### src/rtl/ram_arb_pkg.sv
// Shared constants for the two-master RAM port arbiter.
package ram_arb_pkg;
  localparam int ADDR_W_DEF = 4;
  localparam int DATA_W_DEF = 8;
  localparam logic M0 = 1'b0;
  localparam logic M1 = 1'b1;
endpackage

### src/rtl/ram_port_arbiter_rr_arb2.sv
// Two-requester round-robin arbiter; priority flips to the loser only on a contested grant.
module rr_arb2
  import ram_arb_pkg::*;
(
  input  logic [1:0] i_req,
  input  logic       i_pri,
  input  logic       i_update,
  output logic [1:0] o_gnt,
  output logic       o_next_pri
);

  logic w_both;

  assign w_both = i_req[0] & i_req[1];

  always_comb begin
    o_gnt      = 2'b00;
    o_next_pri = i_pri;
    if (i_update) begin
      if (w_both) begin
        o_gnt      = (i_pri == M1) ? 2'b10 : 2'b01;
        o_next_pri = ~i_pri;
      end else begin
        o_gnt = i_req;
      end
    end
  end

endmodule

### src/rtl/ram_port_arbiter.sv
// Shares one synchronous RAM between M0 and M1 with independent write and read arbitration.
module ram_port_arbiter
  import ram_arb_pkg::*;
#(
  parameter int ADDR_W = ADDR_W_DEF,
  parameter int DATA_W = DATA_W_DEF
) (
  input  logic              clk,
  input  logic              rst,
  input  logic              m0_req,
  input  logic              m0_we,
  input  logic [ADDR_W-1:0] m0_addr,
  input  logic [DATA_W-1:0] m0_wdata,
  output logic              m0_gnt,
  output logic              m0_rvalid,
  output logic [DATA_W-1:0] m0_rdata,
  input  logic              m1_req,
  input  logic              m1_we,
  input  logic [ADDR_W-1:0] m1_addr,
  input  logic [DATA_W-1:0] m1_wdata,
  output logic              m1_gnt,
  output logic              m1_rvalid,
  output logic [DATA_W-1:0] m1_rdata,
  output logic              ram_write,
  output logic [ADDR_W-1:0] ram_wr_add,
  output logic [DATA_W-1:0] ram_d_in,
  output logic              ram_read,
  output logic [ADDR_W-1:0] ram_rd_add,
  input  logic [DATA_W-1:0] ram_d_out
);

  logic [1:0] w_wreq, w_rreq, w_wgnt, w_rgnt;
  logic       w_wr_pri_nxt, w_rd_pri_nxt;
  logic       r_wr_pri, r_rd_pri;
  logic       r_rvalid_p1, r_rd_own_p1;

  assign w_wreq = {m1_req &  m1_we, m0_req &  m0_we};
  assign w_rreq = {m1_req & ~m1_we, m0_req & ~m0_we};

  rr_arb2 u_wr_arb (
    .i_req      (w_wreq),
    .i_pri      (r_wr_pri),
    .i_update   (~rst),
    .o_gnt      (w_wgnt),
    .o_next_pri (w_wr_pri_nxt)
  );

  rr_arb2 u_rd_arb (
    .i_req      (w_rreq),
    .i_pri      (r_rd_pri),
    .i_update   (~rst),
    .o_gnt      (w_rgnt),
    .o_next_pri (w_rd_pri_nxt)
  );

  assign ram_write  = |w_wgnt;
  assign ram_wr_add = w_wgnt[M1] ? m1_addr  : m0_addr;
  assign ram_d_in   = w_wgnt[M1] ? m1_wdata : m0_wdata;
  assign ram_read   = |w_rgnt;
  assign ram_rd_add = w_rgnt[M1] ? m1_addr  : m0_addr;

  assign m0_gnt = w_wgnt[M0] | w_rgnt[M0];
  assign m1_gnt = w_wgnt[M1] | w_rgnt[M1];

  // p0 -> p1: read grant becomes rvalid for its owner when the RAM data lands
  always_ff @(posedge clk) begin
    if (rst) begin
      r_wr_pri    <= M0;
      r_rd_pri    <= M0;
      r_rvalid_p1 <= 1'b0;
      r_rd_own_p1 <= M0;
    end else begin
      r_wr_pri    <= w_wr_pri_nxt;
      r_rd_pri    <= w_rd_pri_nxt;
      r_rvalid_p1 <= |w_rgnt;
      r_rd_own_p1 <= w_rgnt[M1];
    end
  end

  // A read granted just before reset must not surface while reset is held.
  assign m0_rvalid = r_rvalid_p1 & (r_rd_own_p1 == M0) & ~rst;
  assign m1_rvalid = r_rvalid_p1 & (r_rd_own_p1 == M1) & ~rst;
  assign m0_rdata  = m0_rvalid ? ram_d_out : '0;
  assign m1_rdata  = m1_rvalid ? ram_d_out : '0;

endmodule

### config.mk
export PLATFORM = sky130hd
export DESIGN_NAME = ram_port_arbiter
export DESIGN_NICKNAME = d
export VERILOG_FILES = /design/src/rtl/ram_arb_pkg.sv /design/src/rtl/ram_port_arbiter_rr_arb2.sv /design/src/rtl/ram_port_arbiter.sv
export SDC_FILE = /design/constraint.sdc
export NUM_CORES = 1
export LEC_CHECK = 0
export BUFFER_PORTS_ARGS = -buffer_cell sky130_fd_sc_hd__buf_4
export CORE_MARGIN = 3
export CORE_UTILIZATION = 35
export CTS_BUF_LIST = sky130_fd_sc_hd__clkbuf_4
export CTS_CLUSTER_SIZE = 40
export DETAILED_ROUTE_END_ITERATION = 8
export HOLD_SLACK_MARGIN = 0.03
export PLACE_DENSITY = 0.87
export SYNTH_ARGS = -nofsm -noshare
export SYNTH_HDL_FRONTEND = slang
export SYNTH_HIERARCHICAL = 1
export SYNTH_SLANG_ARGS = --single-unit
### constraint.sdc
create_clock -name clk -period 2.2 [get_ports clk]
set_input_delay 0.44 -clock clk [delete_from_list [all_inputs] [get_ports clk]]
set_output_delay 0.44 -clock clk [all_outputs]
set_load 0.01 [all_outputs]
==> results of run 1 <==
-- critical path: stages --
cell	delay, ns
buf_4	0.11
nor2b_1	0.21
nand2_1	0.08
a21oi_1	0.21
buf_4	0.17
mux2_2	0.32
buf_4	0.14
-- synth_stat cells, drive strengths merged --
| master | n |
|---|---|
| mux2 | 16 |
| and4b | 8 |
| and4bb | 8 |
| nor2b | 5 |
| a21oi | 4 |
| buf | 4 |
| dfxtp | 4 |
| nand2 | 4 |
| or2 | 4 |
| inv | 3 |
| and2 | 2 |
| clkbuf | 2 |
| nand3 | 2 |
| xnor2 | 2 |
| and3b | 1 |
| nor3b | 1 |
| o21ba | 1 |
-- path summary, 6_finish.rpt --
kind,from,to,slack (ns),depth (start not counted)
max reg2reg,r_rd_pri,r_rvalid_p1,1.19,4
max,m1_we,ram_rd_add[2],0.07,7
min reg2reg,r_wr_pri,r_wr_pri,0.61,2
min,rst,r_rd_pri,0.58,3
-- metrics by stage --
step                      worst slack, ns  power, W  hold slack, ns  cell area [µm²]   util
after floorplan                     0.137  0.000158           0.564              679      -
after global placement              0.145  0.000260           0.585             1280  0.719
after detailed placement           0.0879  0.000265           0.587             1280  0.719
after CTS                          0.0904  0.000364           0.581             1300  0.731
after global routing              0.00600  0.000381           0.603             1300  0.731
final                              0.0667  0.000360           0.582             1300  0.731
-- registers in the layout, indices dropped and copies added (netlist names) --
| register | count |
|---|---|
| r_rd_own_p1 | 1 |
| r_rd_pri | 1 |
| r_rvalid_p1 | 1 |
| r_wr_pri | 1 |
-- area by class of cell --
class                           count  area (µm²)  area share
Inverter                            3        11.3     0.00864
Tap cell                           25        31.3      0.0240
Multi-Input combinational cell     58         553       0.424
Clock buffer                        3        22.5      0.0173
Timing Repair Buffer               79         606       0.464
Sequential cell                     4        80.1      0.0614
-- power breakdown --
group	leakage [nW]	switching (W)	internal, W
logic	0.640	0.0000646	0.000119
clock network	0.0138	0.0000350	0.0000613
registers	0.0325	0.00000483	0.0000750
total	0.686	0.000105	0.000256
-- routing by layer --
layer,part of all wire,vias to the layer above,track usage
met2,0.53,49,0.322
met5,0,-,0
li1,-,416,-
met3,0.11,2,0.0665
met1,0.35,388,0.193
met4,0.013,0,0.0876
-- cells by family (layout without fill, tap and decap cells) --
| kind of cell | after synthesis | after routing | share of synthesized area |
|---|---|---|---|
| buffers and inverters | 9 | 85 | 0.0681 |
| DFF | 4 | 4 | 0.118 |
| and+or+nand+nor | 35 | 35 | 0.435 |
| muxes | 16 | 16 | 0.309 |
| xor gates and xnor gates | 2 | 2 | 0.0258 |
| AOI/OAI and AO/OA | 5 | 5 | 0.0442 |
==> flow_summary.yaml, run 1 <==
global_routing:
  grt_max_degree: 23
  grt_pass1_vias: 775
  grt.total_usage: 0.185
  antenna_found_initial: 0
  grt_overflow: 0
  grt_pass1_wl_um: 3470
logic_synthesis:
  syn-mean-instance-area_um2: 9.57
  yosysUniqueCellTypes: 20
  synth_area_um2: 679
  synthCells: 71
  ys_warn_count: 6
  synth_top_area_frac: 0.177
  synthesis.nets: 109
  synth.area.top_cells: "mux2_4, and4bb_2, mux2_2"
  synth_top_area_cell: "mux2_4"
  ys_ff_latch: 4
  yosysSeqAreaShare: 0.118
die:
  dieArea_mm2: 0.00251
  initial_utilization: 0.381
  coreArea_mm2: 0.00178
  die_w_um: 50.1
  row_count: 15
  die_h_um: 50.1
  ios: 76
timing:
  clock_skew_ns: 0.00731
  finalSetupTns_ns: 0
  finalSetupViolCount: 0
  final_max_slew_viol_count: 0
  rsz0062_at_grt: "false"
  min_period_over_period: 0.970
  max_slew_margin: 0.722
  timing.fmax_mhz: 469
  min_period_ns: 2.13
  tightest_slew_ns: 0.416
  hold_viol_final: 0
clock_tree:
  clock_sinks: 4
  root_buffer: "clkbuf_4"
  clk-insertion-delay-late_ns: 0.25
  clock_path_buffers: 2
  postCtsSetupBuffers: 0
  h-tree-depth: 1
  hold_buffers: 0
  clk_pin_slew_ns: 0.04
  cts_resized: 0
  cts_tree: "done"
  numCtsBuffers: 3
routing:
  ant_nets: 0
  drcViolationCount: 0
  wire_per_inst_um: 13.8
  vias_per_cell: 4.97
  vias: 855
  drt_first_pass_iters: 6
  totalWireLength_um: 2380
  drtIter0Drc: 15
finish:
  antenna_cells: 0
  syn_to_final_growth_pct: 91.9
  layout_commonest_cell: "buf_4"
  finalNonFillerCells: 172
  mostFrequentLayoutCells: "buf_4, and4b_1, and4bb_2, mux2_2, mux2_4"
  nFillCells: 138
  nNetsFinal: 187
  drive_above_1_share: 0.762
flow_run:
  maxCapViolations: 0
place:
  place_inst: 169
  portBuffers: 75
  dpl.hpwl_um: 1980
  place.gp.congestion: 0.749
setup_path:
  critical_path_class: "input pin to primary output"
  worstPathRequired_ns: 1.76
  cp.arrival_ns: 1.69
  cp-end-kind: "primary output"
  start_kind: "input pin"
  path_max_fanout: 5
pwr:
  power.density_mw_per_mm2: 276
  irDropWorstVdd_mv: 0.312
  p_leak_nw: 0.686
hold_path:
  hold_path.class: "input pin to flip-flop"
status:
  status: "completed"
(Power assumes the default switching activity.)
==> run 2, diff against run 1 <==
--- a/config.mk
+++ b/config.mk
@@ -6,6 +6,7 @@
 export NUM_CORES = 1
 export LEC_CHECK = 0
 export BUFFER_PORTS_ARGS = -buffer_cell sky130_fd_sc_hd__buf_4
+export CORE_ASPECT_RATIO = 0.9
 export CORE_MARGIN = 3
 export CORE_UTILIZATION = 35
 export CTS_BUF_LIST = sky130_fd_sc_hd__clkbuf_4
==> run 2 against run 1 <==
Die area hardly changed; register-to-register slack improved by 0.06 ns; clock-buffer cell count unchanged; core utilization up 0.52 points; clock power decreased by 6.7%; clock skew fell by 0.0042 ns; non-clock buffer count is the same; combinational power about the same; cell area shrank 1.1%; sequential share of layout area grew 0.066 points; global-route usage fell by 0.32 points; critical endpoint is now ram_rd_add[3].
==> flow_summary.yaml, run 2 (same netlist as run 1, synthesis figures left out) <==
setup_path:
  start_kind: "input pin"
  r2r_setup_slack_ns: 1.25
  cp.arrival_ns: 1.64
  worstPathRequired_ns: 1.76
  critPathBufInv: 3
  critPathTopFamily: "buffers and inverters"
  crit_top_cell: "buf_4"
  cp-end-kind: "primary output"
  cp_cell_sequence: "buf_4 > nor2b_1 > nand2_1 > a21oi_1 > buf_4 > mux2_2 > buf_4"
  critical_path_class: "input pin to primary output"
  cpPeakStageDelay_ns: 0.34
  path_max_fanout: 8
  slowest_stage: "mux2_2"
clock_tree:
  h-tree-depth: 1
  cts_tree: "done"
  clk-insertion-delay-late_ns: 0.23
  root_buffer: "clkbuf_4"
  clock_path_buffers: 2
  clk_pin_slew_ns: 0.04
  numCtsBuffers: 3
  hold_buffers: 0
  postCtsSetupBuffers: 0
  clock_sinks: 4
  cts_resized: 0
routing:
  drt_first_pass_iters: 4
  ant_nets: 0
  drcViolationCount: 0
  vias_per_cell: 4.87
  vias: 833
  wire_per_inst_um: 13.7
  totalWireLength_um: 2340
  drtIter0Drc: 5
place:
  place_inst: 168
  portBuffers: 75
  dpl_cell_area_mm2: 0.00127
  place.gp.congestion: 0.718
  dpl.hpwl_um: 2030
status:
  status: "completed"
timing:
  hold_viol_final: 0
  clock_skew_ns: 0.00315
  timing.fmax_mhz: 480
  finalSetupViolCount: 0
  max_slew_margin: 0.725
  finalSetupTns_ns: 0
  final_max_slew_viol_count: 0
  hold_ws_ns: 0.594
  rsz0062_at_grt: "false"
  tightest_slew_ns: 0.412
  min_period_ns: 2.08
  min_period_over_period: 0.947
pwr:
  switching_share: 0.280
  seqPwrFrac: 0.227
  irDropWorstVdd_mv: 0.144
  p_int_w: 0.000254
  power.density_mw_per_mm2: 273
  p_clk_frac: 0.255
  power.switching_w: 0.0000987
  p_leak_nw: 0.683
  combPwrFrac: 0.518
finish:
  drive_above_1_share: 0.762
  finalNonFillerCells: 171
  stdcell_area_mm2: 0.00129
  nNetsFinal: 187
  post-route-util: 0.736
  syn_to_final_growth_pct: 89.9
  mostFrequentLayoutCells: "buf_4, and4b_1, and4bb_2, mux2_2, mux2_4"
  antenna_cells: 0
  nFillCells: 145
  layout_commonest_cell: "buf_4"
  regArea_um2: 80.1
  multi_input_area_um2: 553
die:
  coreArea_mm2: 0.00175
  die_w_um: 52.4
  die_h_um: 47.8
  row_count: 14
  ios: 76
  initial_utilization: 0.388
  dieArea_mm2: 0.00251
global_routing:
  grt.total_usage: 0.181
  grt_pass1_wl_um: 3350
  grt_pass1_vias: 780
  grt_max_degree: 23
  grt_overflow: 0
  antenna_found_initial: 0
flow_run:
  maxCapViolations: 0
hold_path:
  hold_path.class: "input pin to flip-flop"
-- run 2: cell types whose count changed in the layout (fill, tap and decap cells not counted) --
cell    change
buf_12      -1
buf_4       +1
-- run 2: cell type report --
| cell class | count | share of cell area |
|---|---|---|
| inverters | 3 | 0.00873 |
| multi-input cells | 58 | 0.429 |
| repair buffers | 79 | 0.460 |
| well taps | 24 | 0.0233 |
| flip-flops and latches | 4 | 0.0621 |
| clock buffers | 3 | 0.0175 |
-- run 2: path summary, 6_finish.rpt --
check,cells past startpoint,end,startpoint
worst max-delay path,7,ram_rd_add[3],m1_we
worst max register to register,4,r_rvalid_p1,r_rd_pri
worst min-delay path,3,r_wr_pri,rst
worst min register to register,2,r_rd_pri,r_rd_pri
-- run 2: power by group through the flow --
| stage | combinational (W) | sequential, W | clock, W |
|---|---|---|---|
| floorplan | 0.0000801 | 0.0000782 | 0 |
| global placement | 0.000178 | 0.0000806 | 0 |
| detailed placement | 0.000184 | 0.0000809 | 0 |
| CTS | 0.000184 | 0.0000799 | 0.0000939 |
| global route | 0.000196 | 0.0000809 | 0.000102 |
| finish | 0.000183 | 0.0000799 | 0.0000899 |
-- run 2: routing by layer --
| metal | wire (µm) | track usage |
|---|---|---|
| met1 | 872 | 0.203 |
| met4 | 21 | 0.107 |
| met5 | 0 | 0 |
| met3 | 242 | 0.0374 |
| met2 | 1200 | 0.324 |
-- run 2: worst min-delay path: stages --
cell	delay (ns)
buf_4	0.09
buf_4	0.19
nor2b_1	0.06
-- run 2: per-stage QoR --
step | worst slack, ns | power [W]
2_1_floorplan | 0.137 | 0.000158
3_3_place_gp | 0.189 | 0.000259
3_5_place_dp | 0.135 | 0.000265
4_1_cts | 0.130 | 0.000358
5_1_grt | 0.0440 | 0.000378
6_report | 0.117 | 0.000352
